### src/rtl/lcb_pkg.sv
// Shared definitions for the LCB memory arbiter slice.
//   ORB_DW / ORB_AW : orbit word and telemetry memory address widths
//   arb_state_e     : arbiter phase (no owner, owner active, quiet turnaround)
package lcb_pkg;

    localparam int unsigned ORB_DW = 12;
    localparam int unsigned ORB_AW = 10;

    typedef enum logic [1:0] {
        IDLE,
        GRANT,
        RELEASE
    } arb_state_e;

endpackage

### src/rtl/rr_pick.sv
// Combinational round-robin priority picker.
//   req   : request vector, one bit per requester
//   ptr   : index where the upward (wrapping) search starts
//   gnt   : one-hot winner, zero when no request is set
//   idx   : binary index of the winner, zero when no request is set
//   valid : at least one request was set
module rr_pick #(
    parameter int unsigned N  = 4,
    parameter int unsigned PW = $clog2(N)
) (
    input  logic [N-1:0]  req,
    input  logic [PW-1:0] ptr,
    output logic [N-1:0]  gnt,
    output logic [PW-1:0] idx,
    output logic          valid
);

    logic [PW-1:0] pos;

    always_comb begin
        gnt   = '0;
        idx   = '0;
        valid = 1'b0;
        pos   = '0;
        for (int unsigned k = 0; k < N; k++) begin
            pos = PW'((32'(ptr) + k) % N);
            if (!valid && req[pos]) begin
                valid    = 1'b1;
                gnt[pos] = 1'b1;
                idx      = pos;
            end
        end
    end

endmodule

### src/rtl/lcb_mem_arbiter.sv
// Round-robin arbiter sharing the write/read-modify port of the inactive telemetry bank
// between N LCB receive channels.
//   clk, reset        : single clock, synchronous active-high reset
//   busy              : per-requester burst request
//   wrdOut/wrdAddr/wren, oldWrdAddr/oldRdEn : per-requester port signals (packed slices)
//   oldWrd            : per-requester read data, only the owner's slice is live
//   commOldWrd        : read data from the bank mux
//   comm*             : common port towards the bank mux, zero when nobody owns it
//   iSwitch           : bank select; edges during a grant are counted, edges while idle
//                       delay the next grant by one cycle
//   grant             : registered one-hot owner
//   oTimeout          : one-cycle pulse when a grant is forcibly revoked
//   oCollisions       : saturating count of bank switches seen during grants
module lcb_mem_arbiter
    import lcb_pkg::*;
#(
    parameter int unsigned N        = 4,
    parameter int unsigned AW       = ORB_AW,
    parameter int unsigned DW       = ORB_DW,
    parameter int unsigned HOLD_MAX = 4096
) (
    input  logic            clk,
    input  logic            reset,
    input  logic [N-1:0]    busy,
    input  logic [N*DW-1:0] wrdOut,
    input  logic [N*AW-1:0] wrdAddr,
    input  logic [N-1:0]    wren,
    input  logic [N*AW-1:0] oldWrdAddr,
    input  logic [N-1:0]    oldRdEn,
    output logic [N*DW-1:0] oldWrd,
    input  logic [DW-1:0]   commOldWrd,
    output logic [DW-1:0]   commWrdOut,
    output logic [AW-1:0]   commWrdAddr,
    output logic            commWren,
    output logic [AW-1:0]   commOldWrdAddr,
    output logic            commOldRdEn,
    input  logic            iSwitch,
    output logic [N-1:0]    grant,
    output logic            oTimeout,
    output logic [7:0]      oCollisions
);

    localparam int unsigned PW = $clog2(N);
    localparam int unsigned CW = $clog2(HOLD_MAX);

    arb_state_e    state;
    logic [PW-1:0] owner;
    logic [PW-1:0] ptr;
    logic [N-1:0]  lock;
    logic [CW-1:0] hold_cnt;
    logic          sw_prev;
    logic          sw_edge;

    logic [N-1:0]  pick_gnt;
    logic [PW-1:0] pick_idx;
    logic          pick_valid;
    logic [PW-1:0] ptr_next;

    assign sw_edge  = iSwitch ^ sw_prev;
    assign ptr_next = (pick_idx == PW'(N - 1)) ? '0 : pick_idx + 1'b1;

    // Locked requesters (previous timeout, busy never dropped) are hidden from arbitration.
    rr_pick #(
        .N  (N),
        .PW (PW)
    ) u_pick (
        .req   (busy & ~lock),
        .ptr   (ptr),
        .gnt   (pick_gnt),
        .idx   (pick_idx),
        .valid (pick_valid)
    );

    always_ff @(posedge clk) begin
        if (reset) begin
            state       <= IDLE;
            grant       <= '0;
            owner       <= '0;
            ptr         <= '0;
            lock        <= '0;
            hold_cnt    <= '0;
            sw_prev     <= 1'b0;
            oTimeout    <= 1'b0;
            oCollisions <= '0;
        end else begin
            sw_prev  <= iSwitch;
            oTimeout <= 1'b0;
            // A lock lives only until the requester finally drops busy.
            lock     <= lock & busy;
            unique case (state)
                IDLE: begin
                    if (pick_valid && !sw_edge) begin
                        state    <= GRANT;
                        grant    <= pick_gnt;
                        owner    <= pick_idx;
                        ptr      <= ptr_next;
                        hold_cnt <= '0;
                    end
                end
                GRANT: begin
                    if (sw_edge && oCollisions != 8'hFF) begin
                        oCollisions <= oCollisions + 8'd1;
                    end
                    if (!busy[owner]) begin
                        state <= RELEASE;
                        grant <= '0;
                    end else if (hold_cnt == CW'(HOLD_MAX - 1)) begin
                        state       <= RELEASE;
                        grant       <= '0;
                        oTimeout    <= 1'b1;
                        lock[owner] <= 1'b1;
                    end else begin
                        hold_cnt <= hold_cnt + 1'b1;
                    end
                end
                RELEASE: state <= IDLE;
                default: state <= IDLE;
            endcase
        end
    end

    // Data path is a pure mux on the registered grant: no added latency, all zero when idle.
    always_comb begin
        commWrdOut     = '0;
        commWrdAddr    = '0;
        commWren       = 1'b0;
        commOldWrdAddr = '0;
        commOldRdEn    = 1'b0;
        oldWrd         = '0;
        for (int i = 0; i < N; i++) begin
            if (grant[i]) begin
                commWrdOut            = wrdOut[i*DW +: DW];
                commWrdAddr           = wrdAddr[i*AW +: AW];
                commWren              = wren[i];
                commOldWrdAddr        = oldWrdAddr[i*AW +: AW];
                commOldRdEn           = oldRdEn[i];
                oldWrd[i*DW +: DW]    = commOldWrd;
            end
        end
    end

endmodule

### config.mk
export PLATFORM = sky130hd
export DESIGN_NAME = lcb_mem_arbiter
export DESIGN_NICKNAME = d
export VERILOG_FILES = /design/src/rtl/lcb_pkg.sv /design/src/rtl/rr_pick.sv /design/src/rtl/lcb_mem_arbiter.sv
export SDC_FILE = /design/constraint.sdc
export NUM_CORES = 1
export LEC_CHECK = 0
export BUFFER_PORTS_ARGS = -buffer_cell sky130_fd_sc_hd__buf_2
export CAP_MARGIN = 20
export CORE_AREA = 2 2 96 98
export DETAILED_ROUTE_END_ITERATION = 8
export DIE_AREA = 0 0 98 100
export PLACE_DENSITY = 0.8
export SKIP_LAST_GASP = 1
export SYNTH_ARGS = -nofsm -noshare
export SYNTH_HDL_FRONTEND = slang
export SYNTH_SLANG_ARGS = --single-unit
### constraint.sdc
create_clock -name clk -period 7.77 [get_ports clk]
set_input_delay 0.777 -clock clk [delete_from_list [all_inputs] [get_ports clk]]
set_output_delay 0.777 -clock clk [all_outputs]
set_load 0.01 [all_outputs]
# Yosys cells after proc, flatten, opt, wreduce, memory -nomap -nowiden
# Index checks and enable logic that the tools add are counted.
# op_classes
addsub,6
bitwise,10
mux,73
eq_ne,8
reduce_logical,22
magnitude_cmp,10
# ops
operator,n
two-way mux 12 bit,11
two-way mux 10 bit,8
two-way mux 4 bit,10
one-hot mux 12 bit (2 select lines),1
two-way mux 1 bit,23
two-way mux 2 bit,8
bitwise OR 4 bit,4
"less-than comparator 2 x 3 -> 1 bit, second input constant",5
"adder 12 x 1 -> 12 bit, second input constant",1
"equality test 12 bit, second input constant",1
binary-select mux 1 bit (select 2 bit),5
demux 1 bit (select 2 bit),5
"greater-or-equal comparator 2 x 1 -> 1 bit, second input constant",5
logical AND 1 bit,10
"adder 8 x 1 -> 8 bit, second input constant",1
AND 4 bit,2
"inequality test 8 bit, second input constant",1
one-hot mux 4 bit (2 select lines),1
"inequality test 2 bit, second input constant",3
AND reduction 2 bit,3
"adder 2 x 1 -> 2 bit, second input constant",2
"adder 2 bit, second input constant",2
logical NOT 1 bit,4
NOT 4 bit,1
other kinds (11),12
# totals
in_bits,155
ff_bits,36

# Longest topological paths before layout
# Gate-level depths: netlist of run 1.
# depth
depth_word,17
depth_mapped,12
mapped_depth_nobuf,11

# Hierarchy
# From an unflattened synthesis of run 1, not the netlist that was laid out.
# unflattened
hier_cells,449
area_unflattened_um2,3458.3
# by_module_without_submodules
module,area_per_inst_um2,instances,seq_area_each_um2,cells_per_inst
lcb_mem_arbiter,3035.4,1,720.7,404
rr_pick,422.9,1,0.0,45

# Worst setup path before layout of run 1
# No wires, ideal clock.
# synth_timing
kind,register -> register
startpoint,register ptr[0]
endpoint,register ptr[1]
arrival_time_ps,2581
stages_incl_launch_ff,12
setup_time_ps,128
period_less_slack_ps,2708
setup_slack_ps,5062
cell_sequence,dfxtp_1 > inv_1 > ha_1 > clkbuf_1 > mux2i_1 > nor3b_1 > a21o_1 > mux2_2 > nor2_1 > ha_1 > mux2i_1 > nor2_1
# synth_via
elab_chain_len,14
word_cells_on_any_way,30
cone_classes,add/sub: 4; eq/ne: 1; mux: 17; reduce/logical: 8
# synth_rtl
element,line_no,source
from (decl),lcb_mem_arbiter.sv:48,logic [PW-1:0] ptr;
from (signal assigned),lcb_mem_arbiter.sv:96,ptr <= ptr_next;
branches (longest 11 deep; another with adder 2 x 1 -> 2 bit),n/a,
two-way mux 2 bit (*),rr_pick.sv:27,if (!valid && req[pos]) begin
via pick_idx[0],lcb_mem_arbiter.sv:55,logic [PW-1:0] pick_idx;
adder 2 x 1 -> 2 bit or equality test 2 bit (tied branches),lcb_mem_arbiter.sv:60,assign ptr_next = (pick_idx == PW'(N - 1)) ? '0 : pick_idx + 1'b1;
two-way mux 2 bit (*),lcb_mem_arbiter.sv:60,
via ptr_next[1],lcb_mem_arbiter.sv:57,logic [PW-1:0] ptr_next;
# Mark *: on every way through the listed nets, which the timed path passes. The select of a mux whose other input is x is not followed.
# A chain may end at the register's enable or synchronous reset.

# Worst setup path after layout of run 1
# Ends and elaborated chain as after synthesis.

==> results.md, run 1 <==
* Post-Syn Instances at 497
* Design Power at 710.6 uW
* CP max-delay cell: dfxtp_1
* Wirelength per Cell at 15.69 um
* Leading area contributor after synthesis: dfxtp_1
* CP Capture Type: register
* Final count of hold timing violations at 0
* Largest stage delay on the critical path at 0.67 ns
* Final worst-path cycle share at 0.4306
* DP HPWL at 10490 um
* Max-Cap Viols at 0
* Least-Margin Pin Slew at 0.8870 ns
* Pin count of the biggest net entering global routing at 75
* Final Setup Violations at 0
* Post-DR vias/cell at 5.435
* # H-tree levels at 2
* TritonCTS clock tree: built
* Post-route cell area at 4738 um2
* Slew Viols, Final at 0
* Slew margin rel. at 0.4087
* Min-delay worst type: reg2reg
* Critical Path Source Type: register
* Critical path fanouts, max at 18
* Crit path arrival time at 3.51 ns
* Sinks on Clock Net at 36
* Sw Share at 0.4242
* Commonest cells in the netlist: nor2_1 (74), nand2_1 (53), and2_1 (51), o21ai_0 (42), a21oi_1 (40)
* Ys flop type: dfxtp_1
* Final Core Density at 0.5330
* Synth top area cells: dfxtp_1 (21%), and2_1 (9.4%), nor2_1 (8.2%), a22oi_1 (7.5%), o21ai_0 (6.2%)
* Via count at 4527
* Worst-path clk slew at 0.07 ns
* Area added between synthesis and finish at 39.90%
* Yosys warns at 0
* RSZ-0062 raised after global routing: false
* Port Buffers at 249
* EDFF count, synth at 0
* Synth top area share at 0.2128
* Synth cell types at 46
* Nets at 885
* Fmax at 298.9 MHz
* Total power divided by cell area at 150.0 nW/um2
* 1st-iter DRT viols at 306
* CORE AREA at 8890 um2
* DRT Pass-1 Iters at 5
* DIE AREA at 9800 um2
* Seq pwr share at 0.309
* CTS buffer count at 5
* Share of layout cells above drive strength 1 at 0.3861
* Clk buf depth at 2
* Seq cells post-synth at 36
* Post-CTS Resized at 0
* IO Count at 250
* Sequential element share of the synthesized area at 0.2128
* Comb pwr share at 0.508
* Setup tns final at 0 ns
* LEAKAGE at 2.367 nW
* Period minus WS final at 3.346 ns
* First-pass GRT wire length at 19210 um
* Setup Skew at 0.008257 ns
* Vias in the first global route at 3760
* DRC at 0
* Initial Utilization at 0.3810
* Kind of critical path: reg2reg
* Syn_nets at 663
* Most frequent cell after synthesis: nor2_1
* Fillers at 861
* Die Ht at 100 um
* Internal cell power at 409.2 uW
* Grt total ovfl at 0
* Num rows at 35
* Outcome: finished clean
* Post-synthesis async set-or-reset flop share at 0
* Clk_lat worst skew at 0.29 ns
* Detail Route Antenna Nets at 0
* Root buf cell: clkbuf_8
* Area of the mapped netlist at 3387 um2
* Initial antenna violation count at 2
* Switch Pwr at 301.4 uW
* Clock network fraction of total power at 0.184
* Peak VDD IR at 0.09472 mV
* Post-Route WL at 13070 um
* Syn_area_per_cell at 6.815 um2
* Chip Width at 98 um
* RePlAce Congestion at 0.8939
* Setup Buffers After CTS at 0
* Critical Path, Cell by Cell: inv_1 > ha_1 > mux2i_1 > nor3b_1 > a21o_1 > mux2_2 > nor2_1 > ha_1 > mux2i_1 > nor2_1
* GRT Util Overall at 0.2390
* Cts hold-fix bufs at 0
* CP required at 7.94 ns
* Area after DPL at 4648 um2
[metrics by stage]
stage / setup WS [ns] / hold WS [ns] / cells
finish: 4.424 / 0.4942 / 833
detailed placement: 4.546 / 0.4862 / 823
global route: 4.205 / 0.5155 / 831
CTS: 4.534 / 0.4963 / 831
floorplan: 5.062 / 0.4565 / 497
global placement: 4.665 / 0.4698 / 823
[cells by family (layout without fill, tap and decap cells)]
kind of cell / count (synthesis) / count (layout) / synth area share
other: 0 / 2 / 0
muxes: 8 / 8 / 0.02771
DFF: 36 / 36 / 0.2128
AOI/OAI and AO/OA: 142 / 142 / 0.2652
xor gates and xnor gates: 18 / 18 / 0.04655
and+or+nand+nor: 239 / 239 / 0.3543
adders and majority gates: 11 / 11 / 0.04063
buffers and inverters: 43 / 266 / 0.05283
[worst paths after layout]
| kind | from | endpoint | slack, ns | cells past startpoint |
|---|---|---|---|---|
| worst max-delay path | ptr[0]$_SDFFE_PP0P_ | ptr[1]$_SDFFE_PP0P_ | 4.42 | 10 |
| worst min-delay path | lock[3]$_SDFF_PP0_ | lock[3]$_SDFF_PP0_ | 0.49 | 2 |
| worst max register to register | ptr[0]$_SDFFE_PP0P_ | ptr[1]$_SDFFE_PP0P_ | 4.42 | 10 |
| worst min register to register | lock[3]$_SDFF_PP0_ | lock[3]$_SDFF_PP0_ | 0.49 | 2 |
[layout make-up]
class                           count  area [um2]  share of cell area
Multi-Input combinational cell    418        2490              0.5255
Timing Repair Buffer              253        1276              0.2693
Antenna cell                        2       5.005            0.001056
Clock buffer                        7       76.32             0.01611
Tap cell                          111       138.9             0.02931
Clock inverter                      1       8.758            0.001848
Inverter                            5       18.77            0.003961
Sequential cell                    36       724.4              0.1529
[power by group through the flow]
stage          logic (mW)  clock network [mW]  registers (mW)
5_1_grt             0.393               0.142           0.222
3_5_place_dp        0.356                   0           0.223
3_3_place_gp        0.351                   0           0.222
4_1_cts             0.357               0.134           0.219
2_1_floorplan       0.222                   0           0.207
6_report            0.361               0.131           0.219
[flip-flops by register name, indices dropped and copies added, names as in the netlist]
signal and flops:
sw_prev 1, oTimeout 1, lock 4, owner 2, state 2, oCollisions 8, ptr 2, hold_cnt 12
grant 4
[worst max-delay path, delay by kind of cell, from the launching register on]
family | cells | cell delay [ns]
adders and majority gates | 2 | 0.81
and+or+nand+nor | 3 | 0.70
DFF | 1 | 0.67
muxes | 3 | 0.54
buffers and inverters | 1 | 0.32
AOI/OAI and AO/OA | 1 | 0.16
[metal layers]
| metal | GRT usage | wire [um] | vias up |
|---|---|---|---|
| met5 | 0 | 13 | - |
| met4 | 0.02671 | 80 | 2 |
| met3 | 0.06128 | 1387 | 15 |
| met2 | 0.3672 | 5765 | 256 |
| met1 | 0.3490 | 5819 | 2062 |
| li1 | - | - | 2192 |
[cell usage in the layout, fill, tap and decap left out, types with 3 or more instances in the layout]
cell | netlist | routed
a21oi_1 | 40 | 40
a221oi_1 | 4 | 4
a22oi_1 | 34 | 34
a311o_2 | 4 | 4
a31oi_1 | 6 | 6
and2_1 | 51 | 51
and2b_1 | 3 | 3
and3_1 | 10 | 10
and4_1 | 3 | 3
buf_2 | 1 | 249
buf_4 | 0 | 4
clkbuf_8 | 0 | 5
dfxtp_1 | 36 | 33
dfxtp_2 | 0 | 3
ha_1 | 11 | 11
inv_1 | 5 | 5
mux2i_1 | 6 | 6
nand2_1 | 53 | 53
nand2b_1 | 7 | 7
nand3_1 | 12 | 12
nand4_1 | 4 | 4
nor2_1 | 74 | 74
nor2b_1 | 5 | 4
nor3_1 | 7 | 7
o21ai_0 | 42 | 42
o22ai_1 | 5 | 5
xnor2_1 | 6 | 6
xor2_1 | 12 | 12
No activity file was read; power rests on OpenSTA's default activity.
==> run 2, diff against run 1 <==
Settings changed: CORE_AREA 2 2 96 98 to 2 2 98 100, DIE_AREA 0 0 98 100 to 0 0 100 102, PLACE_DENSITY 0.8 to 0.81.
Clock period 7.77 ns to 3 ns, I/O delays scaled along.
==> run 2 against run 1 <==
Die area grew 4.1%. Flip-flop and latch count did not move. Utilization shrank 0.55 points. Critical endpoint is now commWrdAddr[3].
==> results.md, run 2 (synthesis gave the netlist of run 1 again) <==
* LEAKAGE at 2.403 nW (+1.5%)
* Setup Buffers After CTS at 0 (unchanged)
* Post-Route WL at 14210 um (+8.8%)
* Worst hold slack at 0.2485 ns (-0.2458 ns)
* Cts hold-fix bufs at 0 (unchanged)
* Via count at 4526 (-0.022%)
* Area added between synthesis and finish at 41.85%
* Outcome: finished clean
* Nets at 891 (+0.68%)
* Initial Utilization at 0.3718 (-0.009159)
* Chip Width at 100 um (+2.0%)
* GRT Util Overall at 0.2543 (+0.01527)
* Wirelength per Cell at 16.94 um (+8.0%)
* CORE AREA at 9109 um2 (+2.5%)
* Fmax at 369.9 MHz
* Min-delay worst type: in2reg
* Post-CTS Resized at 0 (unchanged)
* Design Power at 1.888 mW (+170%)
* DRT Pass-1 Iters at 5 (unchanged)
* Total power divided by cell area at 393.0 nW/um2 (+160%)
* TritonCTS clock tree: built
* Worst-path clk slew at 0.07 ns (about the same)
* Setup WS post-layout at 0.2963 ns (-4.128 ns)
* Period minus WS final at 2.704 ns
* First-pass GRT wire length at 20110 um (+4.7%)
* Commonest non-fill, non-tap cell in the layout: buf_2
* # H-tree levels at 2 (unchanged)
* Sinks on Clock Net at 36 (unchanged)
* DP HPWL at 11490 um (+9.5%)
* DIE AREA at 10200 um2 (+4.1%)
* Max-Cap Viols at 0 (unchanged)
* Initial antenna violation count at 5 (+3)
* Vias in the first global route at 3659 (-2.7%)
* Post-Layout Cell Count at 839 (+0.72%)
* Final count of hold timing violations at 0 (unchanged)
* CTS buffer count at 5 (unchanged)
* Post-DR vias/cell at 5.395 (-0.74%)
* DRC at 0 (unchanged)
* Most frequent cells in the layout: buf_2 (249), nor2_1 (74), nand2_1 (53), and2_1 (51), o21ai_0 (42)
* Setup Skew at 0.003948 ns (-0.004309 ns)
* Setup tns final at 0 ns (unchanged)
* Slew margin rel. at 0.6243 (+0.2156)
* Critical path fanouts, max at 30 (+12)
* Final Setup Violations at 0 (unchanged)
* Largest stage delay on the critical path at 0.55 ns (-0.12 ns)
* RSZ-0062 raised after global routing: false
* Max reg flops at 12 (unchanged)
* IO Count at 250 (unchanged)
* Crit path arrival time at 2.40 ns (-1.11 ns)
* Least-Margin Pin Slew at 0.5577 ns (-0.3293 ns)
* Share of layout cells above drive strength 1 at 0.3926 (+0.006451)
* Num rows at 35 (unchanged)
* Clk_lat worst skew at 0.29 ns (about the same)
* Port Buffers at 249 (unchanged)
* Slew Viols, Final at 0 (unchanged)
* CP max-delay cell: dfxtp_1
* Most flop-heavy register: hold_cnt
* Pin count of the biggest net entering global routing at 53 (-29%)
* Clk buf depth at 2 (unchanged)
* Post-placement cell count at 829 (+0.73%)
* Critical Path, Cell by Cell: nor2b_2 > buf_4 > a22oi_1 > nor2_1 > a21oi_1 > o21ai_0 > buf_2
* Grt total ovfl at 0 (unchanged)
* RePlAce Congestion at 0.9189 (+2.8%)
* Largest regs: hold_cnt (12), oCollisions (8)
* Final worst-path cycle share at 0.9012
* CP Capture Type: output port
* CP required at 2.70 ns (-5.24 ns)
* 1st-iter DRT viols at 302 (-1.3%)
* Die Ht at 102 um (+2.0%)
* Post-Place Worst Slack at 0.6197 ns (-3.926 ns)
* Kind of critical path: reg2out
* Critical Path Source Type: register
* Detail Route Antenna Nets at 0 (unchanged)
* Root buf cell: clkbuf_8
* Peak VDD IR at 0.2540 mV (+170%)
## run 2: routing by layer
metal,GRT usage,part of all wire,up-vias
li1,-,-,2203
met1,0.3791,0.45,2068
met2,0.3623,0.42,235
met3,0.09439,0.11,14
met4,0.02107,0.0042,6
met5,0,0.0035,-
## run 2: path summary, 6_finish.rpt
path,from,end,slack [ns],cells after the start
worst min register to register,lock[2]$_SDFF_PP0_,lock[2]$_SDFF_PP0_,0.48,2
worst max-delay path,grant[0]$_SDFFE_PP0P_,commWrdAddr[3],0.30,7
worst max register to register,ptr[1]$_SDFFE_PP0P_,ptr[0]$_SDFFE_PP0P_,0.61,11
worst min-delay path,iSwitch,sw_prev$_SDFF_PP0_,0.25,2
## run 2: stage by stage
step	util	area (um2)
after floorplan	-	3387
final	0.5275	4805
after detailed placement	0.5166	4706
after CTS	0.5269	4800
after global placement	0.5166	4706
after global routing	0.5269	4800
## run 2: report_power, final
part	total, mW	switching (mW)	internal [mW]
Sequential	0.540	0.0395	0.500
Clock	0.363	0.176	0.187
Combinational	0.986	0.575	0.411
## run 2: final cells by class
cell class	instances	area (um2)
sequential	36	724.4
clock buffer	7	86.33
fill	936	4304
multi-input combinational	418	2490
tap	111	138.9
clock inverter	1	7.507
inverter	5	18.77
antenna	2	5.005
timing repair buffer	259	1334
## run 2: critical path, delay by kind of cell (launching register included)
| family | cells | cell delay, ns |
|---|---|---|
| and+or+nand+nor | 2 | 0.47 |
| buffers and inverters | 2 | 0.58 |
| DFF | 1 | 0.55 |
| AOI/OAI and AO/OA | 3 | 0.50 |
